File: src/rtl/fft_pkg.sv
// Shared FFT front-end constants, loader state encoding and bit-reversal helper.
package fft_pkg;

  localparam int unsigned FFT_W      = 16;
  localparam int unsigned FFT_N      = 8;
  localparam int unsigned FFT_LOGN   = 3;
  localparam int unsigned BITREV_MAX = 6;

  typedef enum logic {
    FILL  = 1'b0,
    DRAIN = 1'b1
  } state_e;

  // Reverse the low logn bits of i; bits at and above logn come back as zero.
  function automatic logic [BITREV_MAX-1:0] bitrev(input logic [BITREV_MAX-1:0] i,
                                                   input int unsigned logn);
    logic [BITREV_MAX-1:0] r;
    r = '0;
    for (int unsigned k = 0; k < BITREV_MAX; k++) begin
      if (k < logn) r[k] = i[logn - 1 - k];
    end
    return r;
  endfunction

endpackage

File: src/rtl/fft_bitrev_index.sv
// Combinational LOGN-bit reversal of the loader write counter.
module fft_bitrev_index
  import fft_pkg::*;
#(
  parameter int unsigned LOGN = FFT_LOGN
) (
  input  logic [LOGN-1:0] idx_i,
  output logic [LOGN-1:0] rev_o
);

  logic [BITREV_MAX-1:0] rev_full;

  assign rev_full = bitrev(BITREV_MAX'(idx_i), LOGN);
  assign rev_o    = rev_full[LOGN-1:0];

endmodule

File: src/rtl/fft_bitrev_loader.sv
// Collects one frame at bit-reversed addresses, then streams N/2 natural-order
// operand pairs to the first-stage DIT butterfly.
module fft_bitrev_loader
  import fft_pkg::*;
#(
  parameter  int unsigned N    = FFT_N,
  parameter  int unsigned W    = FFT_W,
  localparam int unsigned LOGN = $clog2(N)
) (
  input  logic            clk,
  input  logic            rst,
  input  logic            in_valid,
  input  logic [W-1:0]    in_data,
  output logic            in_ready,
  input  logic            inv,
  output logic [W-1:0]    a,
  output logic [W-1:0]    b,
  output logic            en,
  output logic            ctrl,
  output logic [LOGN-2:0] pair_idx,
  output logic            frame_done
);

  localparam int unsigned     PW      = LOGN - 1;
  localparam logic [LOGN-1:0] WR_LAST = LOGN'(N - 1);
  localparam logic [PW-1:0]   RD_LAST = PW'(N / 2 - 1);

  state_e          state_q, state_d;
  logic [LOGN-1:0] wr_cnt_q, wr_cnt_d, wr_addr;
  logic [PW-1:0]   rd_cnt_q, rd_cnt_d;
  logic [PW-1:0]   pair_idx_q, pair_idx_d;
  logic [W-1:0]    a_q, a_d, b_q, b_d;
  logic            en_q, en_d, ctrl_q, ctrl_d, fd_q, fd_d;
  logic [W-1:0]    mem [N];
  logic            accept, last_wr, last_rd;

  assign in_ready = (state_q == FILL);
  assign accept   = in_valid && in_ready;
  assign last_wr  = accept && (wr_cnt_q == WR_LAST);
  assign last_rd  = (state_q == DRAIN) && (rd_cnt_q == RD_LAST);

  fft_bitrev_index #(.LOGN(LOGN)) u_bitrev_index (
    .idx_i (wr_cnt_q),
    .rev_o (wr_addr)
  );

  always_ff @(posedge clk) begin
    if (!rst) state_q <= FILL;
    else      state_q <= state_d;
  end

  always_comb begin
    state_d = state_q;
    case (state_q)
      FILL:    if (last_wr) state_d = DRAIN;
      DRAIN:   if (last_rd) state_d = FILL;
      default: state_d = FILL;
    endcase
  end

  // Counters and the registered butterfly interface.
  always_comb begin
    wr_cnt_d   = wr_cnt_q;
    rd_cnt_d   = rd_cnt_q;
    a_d        = a_q;
    b_d        = b_q;
    pair_idx_d = pair_idx_q;
    ctrl_d     = ctrl_q;
    en_d       = 1'b0;
    fd_d       = 1'b0;
    case (state_q)
      FILL: begin
        if (accept) begin
          wr_cnt_d = last_wr ? '0 : wr_cnt_q + 1'b1;
          if (last_wr) begin
            ctrl_d   = inv;
            rd_cnt_d = '0;
          end
        end
      end
      DRAIN: begin
        a_d        = mem[{rd_cnt_q, 1'b0}];
        b_d        = mem[{rd_cnt_q, 1'b1}];
        pair_idx_d = rd_cnt_q;
        en_d       = 1'b1;
        fd_d       = last_rd;
        rd_cnt_d   = last_rd ? '0 : rd_cnt_q + 1'b1;
      end
      default: ;
    endcase
  end

  always_ff @(posedge clk) begin
    if (!rst) begin
      wr_cnt_q   <= '0;
      rd_cnt_q   <= '0;
      a_q        <= '0;
      b_q        <= '0;
      pair_idx_q <= '0;
      en_q       <= 1'b0;
      ctrl_q     <= 1'b0;
      fd_q       <= 1'b0;
    end else begin
      wr_cnt_q   <= wr_cnt_d;
      rd_cnt_q   <= rd_cnt_d;
      a_q        <= a_d;
      b_q        <= b_d;
      pair_idx_q <= pair_idx_d;
      en_q       <= en_d;
      ctrl_q     <= ctrl_d;
      fd_q       <= fd_d;
    end
  end

  // Sample buffer: no reset, contents are only meaningful once a frame completes.
  always_ff @(posedge clk) begin
    if (accept) mem[wr_addr] <= in_data;
  end

  assign a          = a_q;
  assign b          = b_q;
  assign pair_idx   = pair_idx_q;
  assign en         = en_q;
  assign ctrl       = ctrl_q;
  assign frame_done = fd_q;

endmodule

File: config.mk
export PLATFORM = sky130hd
export DESIGN_NAME = fft_bitrev_loader
export DESIGN_NICKNAME = d
export VERILOG_FILES = /design/src/rtl/fft_pkg.sv /design/src/rtl/fft_bitrev_index.sv /design/src/rtl/fft_bitrev_loader.sv
export SDC_FILE = /design/constraint.sdc
export NUM_CORES = 1
export LEC_CHECK = 0
export CAP_MARGIN = 10
export CORE_ASPECT_RATIO = 0.7
export CORE_MARGIN = 2
export CORE_UTILIZATION = 59
export CTS_BUF_LIST = sky130_fd_sc_hd__clkbuf_8
export DETAILED_ROUTE_END_ITERATION = 10
export GPL_ROUTABILITY_DRIVEN = 0
export PLACE_DENSITY_LB_ADDON = 0.15
export SLEW_MARGIN = 20
export SYNTH_ARGS = -nofsm -noshare
export SYNTH_HDL_FRONTEND = slang
export SYNTH_HIERARCHICAL = 1
export SYNTH_SLANG_ARGS = --single-unit
File: constraint.sdc
create_clock -name clk -period 2.9 [get_ports clk]
set_input_delay 0.435 -clock clk [delete_from_list [all_inputs] [get_ports clk]]
set_output_delay 0.435 -clock clk [all_outputs]
set_load 0.05 [all_outputs]
==> key figures <==
Worst setup path
  • Crit path max-delay family: buffers and inverters
  • Critical Path End Type: output pin
  • Critical Path AT: 1.81 ns
  • CP Class: register to output pin
  • R2R setup slack: ~1.1 ns
  • CP max stage delay: ~0.72 ns
  • Critical path launch point type: register
  • Worst-path maximum fanout: 10
  • Slowest cell on the critical path: clkdlybuf4s50_1
  • CP Cell Sequence: inv_2 > clkdlybuf4s50_1
  • Critical path buffers and inverters: 2
  • Required @ worst endpoint: 2.47 ns

Timing
  • Final Cycle Share: 77.54%
  • Setup TNS: 0 ns
  • Final setup vio count: 0
  • Final WS setup: 0.6514 ns
  • Unrepaired setup endpoints after global routing: no
  • Worst Skew: 0.01093 ns
  • Max-slew violation count: 0
  • Fmax: 444.7 MHz
  • Hold Slack: 0.4876 ns
  • Slew @ Worst Pin: 0.6698 ns
  • Final hold vios: 0
  • Max-slew headroom: 55.34%
  • Fin crit period: approximately 2.2 ns

Clocking
  • Clk_lat worst skew: 0.44 ns
  • PostCTS Resize Cnt: 0
  • CTS buffer count: 17
  • CTS tree: yes
  • H-Tree Depth: 4
  • Sink Count: 171
  • Clk slew on worst S/H paths: 0.08 ns
  • Root Driver: clkbuf_8
  • Post-CTS Setup Inserts: 0
  • Clk buf depth: 2
  • Post-CTS Hold Fix Bufs: 0

Die
  • Overall die width: 127.7 um
  • Io pins: 58
  • Row count: 31
  • Die extent in y: 90.62 um
  • Core area: 10,400 sq um
  • Die area: 11,580 sq um
  • Initial Util: between 60 and 70%

Route
  • Drt drc: 0
  • Routed WL: 12,540 um
  • Vias per cell: approximately 5.9
  • DR vias: 3,438
  • Drt pass-1 iters: 5
  • WL/cell: 21.47 um
  • Antenna Violating Nets Remaining: 0
  • DR iter-0 viols: ~320

Job
  • Max-cap violations: 0

Status
  • Status: finished clean

Finish
  • Final Instance Area: 7388 sq um
  • Fin util: 71.08%
  • Nets@finish: 462
  • Final std cells w/o fill: 584
  • Area added between synthesis and finish: 16.84%
  • Layout cells sized above 1: between 10% and 20%
  • Ant diodes: 0

Global route
  • Vias in the first global route: between 3,000 and 4,000
  • Antenna violations before repair: 0
  • GRT Total Usage: 22.92%
  • Largest net degree at the start of global routing: 39
  • First-pass GRT wire length: between 15,000 and 20,000 um
  • Gr ovfl total: 0

Place
  • IO buf count: 57
  • Pre-CTS worst setup slack: 0.7793 ns
  • Placed Cells: 552
  • Hpwl dp: 7586 um
  • Placed inst area: between 7000 and 8000 sq um

Synth
  • Mapped Cells: 372
  • Synth Register Bits: between 150 and 200
  • Synth top area cells: edfxtp_1 61%, dfxtp_1 14%, mux2i_1 11%
  • Top cell type by total area after synthesis: edfxtp_1
  • Asr flop ratio synth: 0%
  • Sequential area share after synthesis: 74.40%
  • Yosys warns: 6
  • Synthesized area: 6324 sq um
  • Post-synth top area share: just over 60%
  • Count of cell types in the netlist: 27
  • Synth Flop Type: edfxtp_1
  • Average size of a mapped cell: 17.00 sq um
  • Synthesized Nets: 395
  • Post-synth EDFFs: 128

Power
  • Leak Pwr: roughly 2.4 nW
  • Worst VDD drop: 0.3841 mV
  • Tot Pwr: 4.385 mW
  • PD cells: a little under 600 nW/um^2

Hold path
  • Min-Delay Path Class: register to register
per-layer routing:
metal	vias up	share of wire (%)	routed length [um]	global-route usage (%)
li1	1593	-	-	-
met3	9	6.5	820	5.746
met5	-	0	0	0
met4	0	0.69	86	7.692
met2	118	49	6104	34.98
met1	1718	44	5528	32.67
state kept, by name (all words and copies together) (netlist names):
name	count
b	16
pair_idx	2
en	1
state_q	1
mem	128
a	16
frame_done	1
rd_cnt_q	2
ctrl	1
wr_cnt_q	3
area by class of cell:
| class | instances | area (sq um) |
|---|---|---|
| timing repair buffer | 75 | 718.2 |
| multi-input combinational | 173 | 1420 |
| sequential | 171 | 4708 |
| tap | 132 | 165.2 |
| fill | 689 | 3007 |
| clock inverter | 13 | 111.4 |
| inverter | 1 | 3.754 |
| clock buffer | 19 | 261.5 |
report_power, final:
| group | total (mW) | switching [mW] | internal (mW) | leakage, nW |
|---|---|---|---|---|
| Clock | 1.57 | 0.783 | 0.787 | 0.207 |
| Sequential | 2.68 | 0.0132 | 2.67 | 1.51 |
| Combinational | 0.133 | 0.0823 | 0.0509 | 0.651 |
placed cells by master, fill, tap and decap left out:
| cell type | synthesis | routed |
|---|---|---|
| a21boi_1 | 4 | 4 |
| and2_1 | 2 | 2 |
| inv_2 | 1 | 1 |
| nor2b_1 | 5 | 5 |
| nand3b_1 | 2 | 2 |
| or3_1 | 1 | 1 |
| clkinv_1 | 0 | 1 |
| and3_1 | 1 | 1 |
| nor3_2 | 0 | 2 |
| clkbuf_8 | 0 | 19 |
| dfxtp_4 | 0 | 1 |
| nor2_1 | 7 | 7 |
| dfxtp_1 | 43 | 42 |
| o2bb2ai_1 | 1 | 1 |
| inv_1 | 0 | 4 |
| mux2i_1 | 68 | 68 |
| o21ai_0 | 1 | 1 |
| bufinv_16 | 0 | 2 |
| clkinvlp_4 | 0 | 1 |
| edfxtp_1 | 128 | 128 |
| nand2_1 | 4 | 4 |
| o22ai_1 | 32 | 32 |
| ha_1 | 3 | 3 |
| buf_12 | 3 | 1 |
| nand2b_1 | 4 | 4 |
| clkinv_2 | 0 | 5 |
| nand3_1 | 4 | 4 |
| buf_4 | 5 | 17 |
| clkdlybuf4s50_1 | 0 | 57 |
| a31o_1 | 32 | 32 |
kinds of logic after synthesis:
kind of cell	after synthesis	share of synthesized area, %
compound gates	70	8.290
mux	68	10.76
buf+inv	28	3.304
simple gates	32	2.651
flops	171	74.40
fa+ha+maj	3	0.5937
worst reg2reg max path, stage by stage (launching register included):
cell and delay [ns]:
dfxtp_4 0.77, buf_4 0.42, mux2i_1 0.22, o22ai_1 0.10, a31o_1 0.21
synth_stat cells, types with 5 or more instances:
library cell and number:
mux2i_1 68, a31o_1 32, nor2_1 7, buf_4 5
dfxtp_1 43, edfxtp_1 128, o22ai_1 32, nor2b_1 5
clkbuf_1 7, buf_2 8
path summary, 6_finish.rpt:
kind / cells after the start / startpoint / endpoint
worst min-delay path: 1 / b[14]$_SDFFE_PN0P_ / b[14]$_SDFFE_PN0P_
worst min register to register: 1 / b[14]$_SDFFE_PN0P_ / b[14]$_SDFFE_PN0P_
worst max register to register: 4 / rd_cnt_q[0]$_SDFFE_PN0P_ / b[4]$_SDFFE_PN0P_
worst max-delay path: 2 / state_q$_SDFF_PN0_ / in_ready
(Power assumes the default switching activity.)
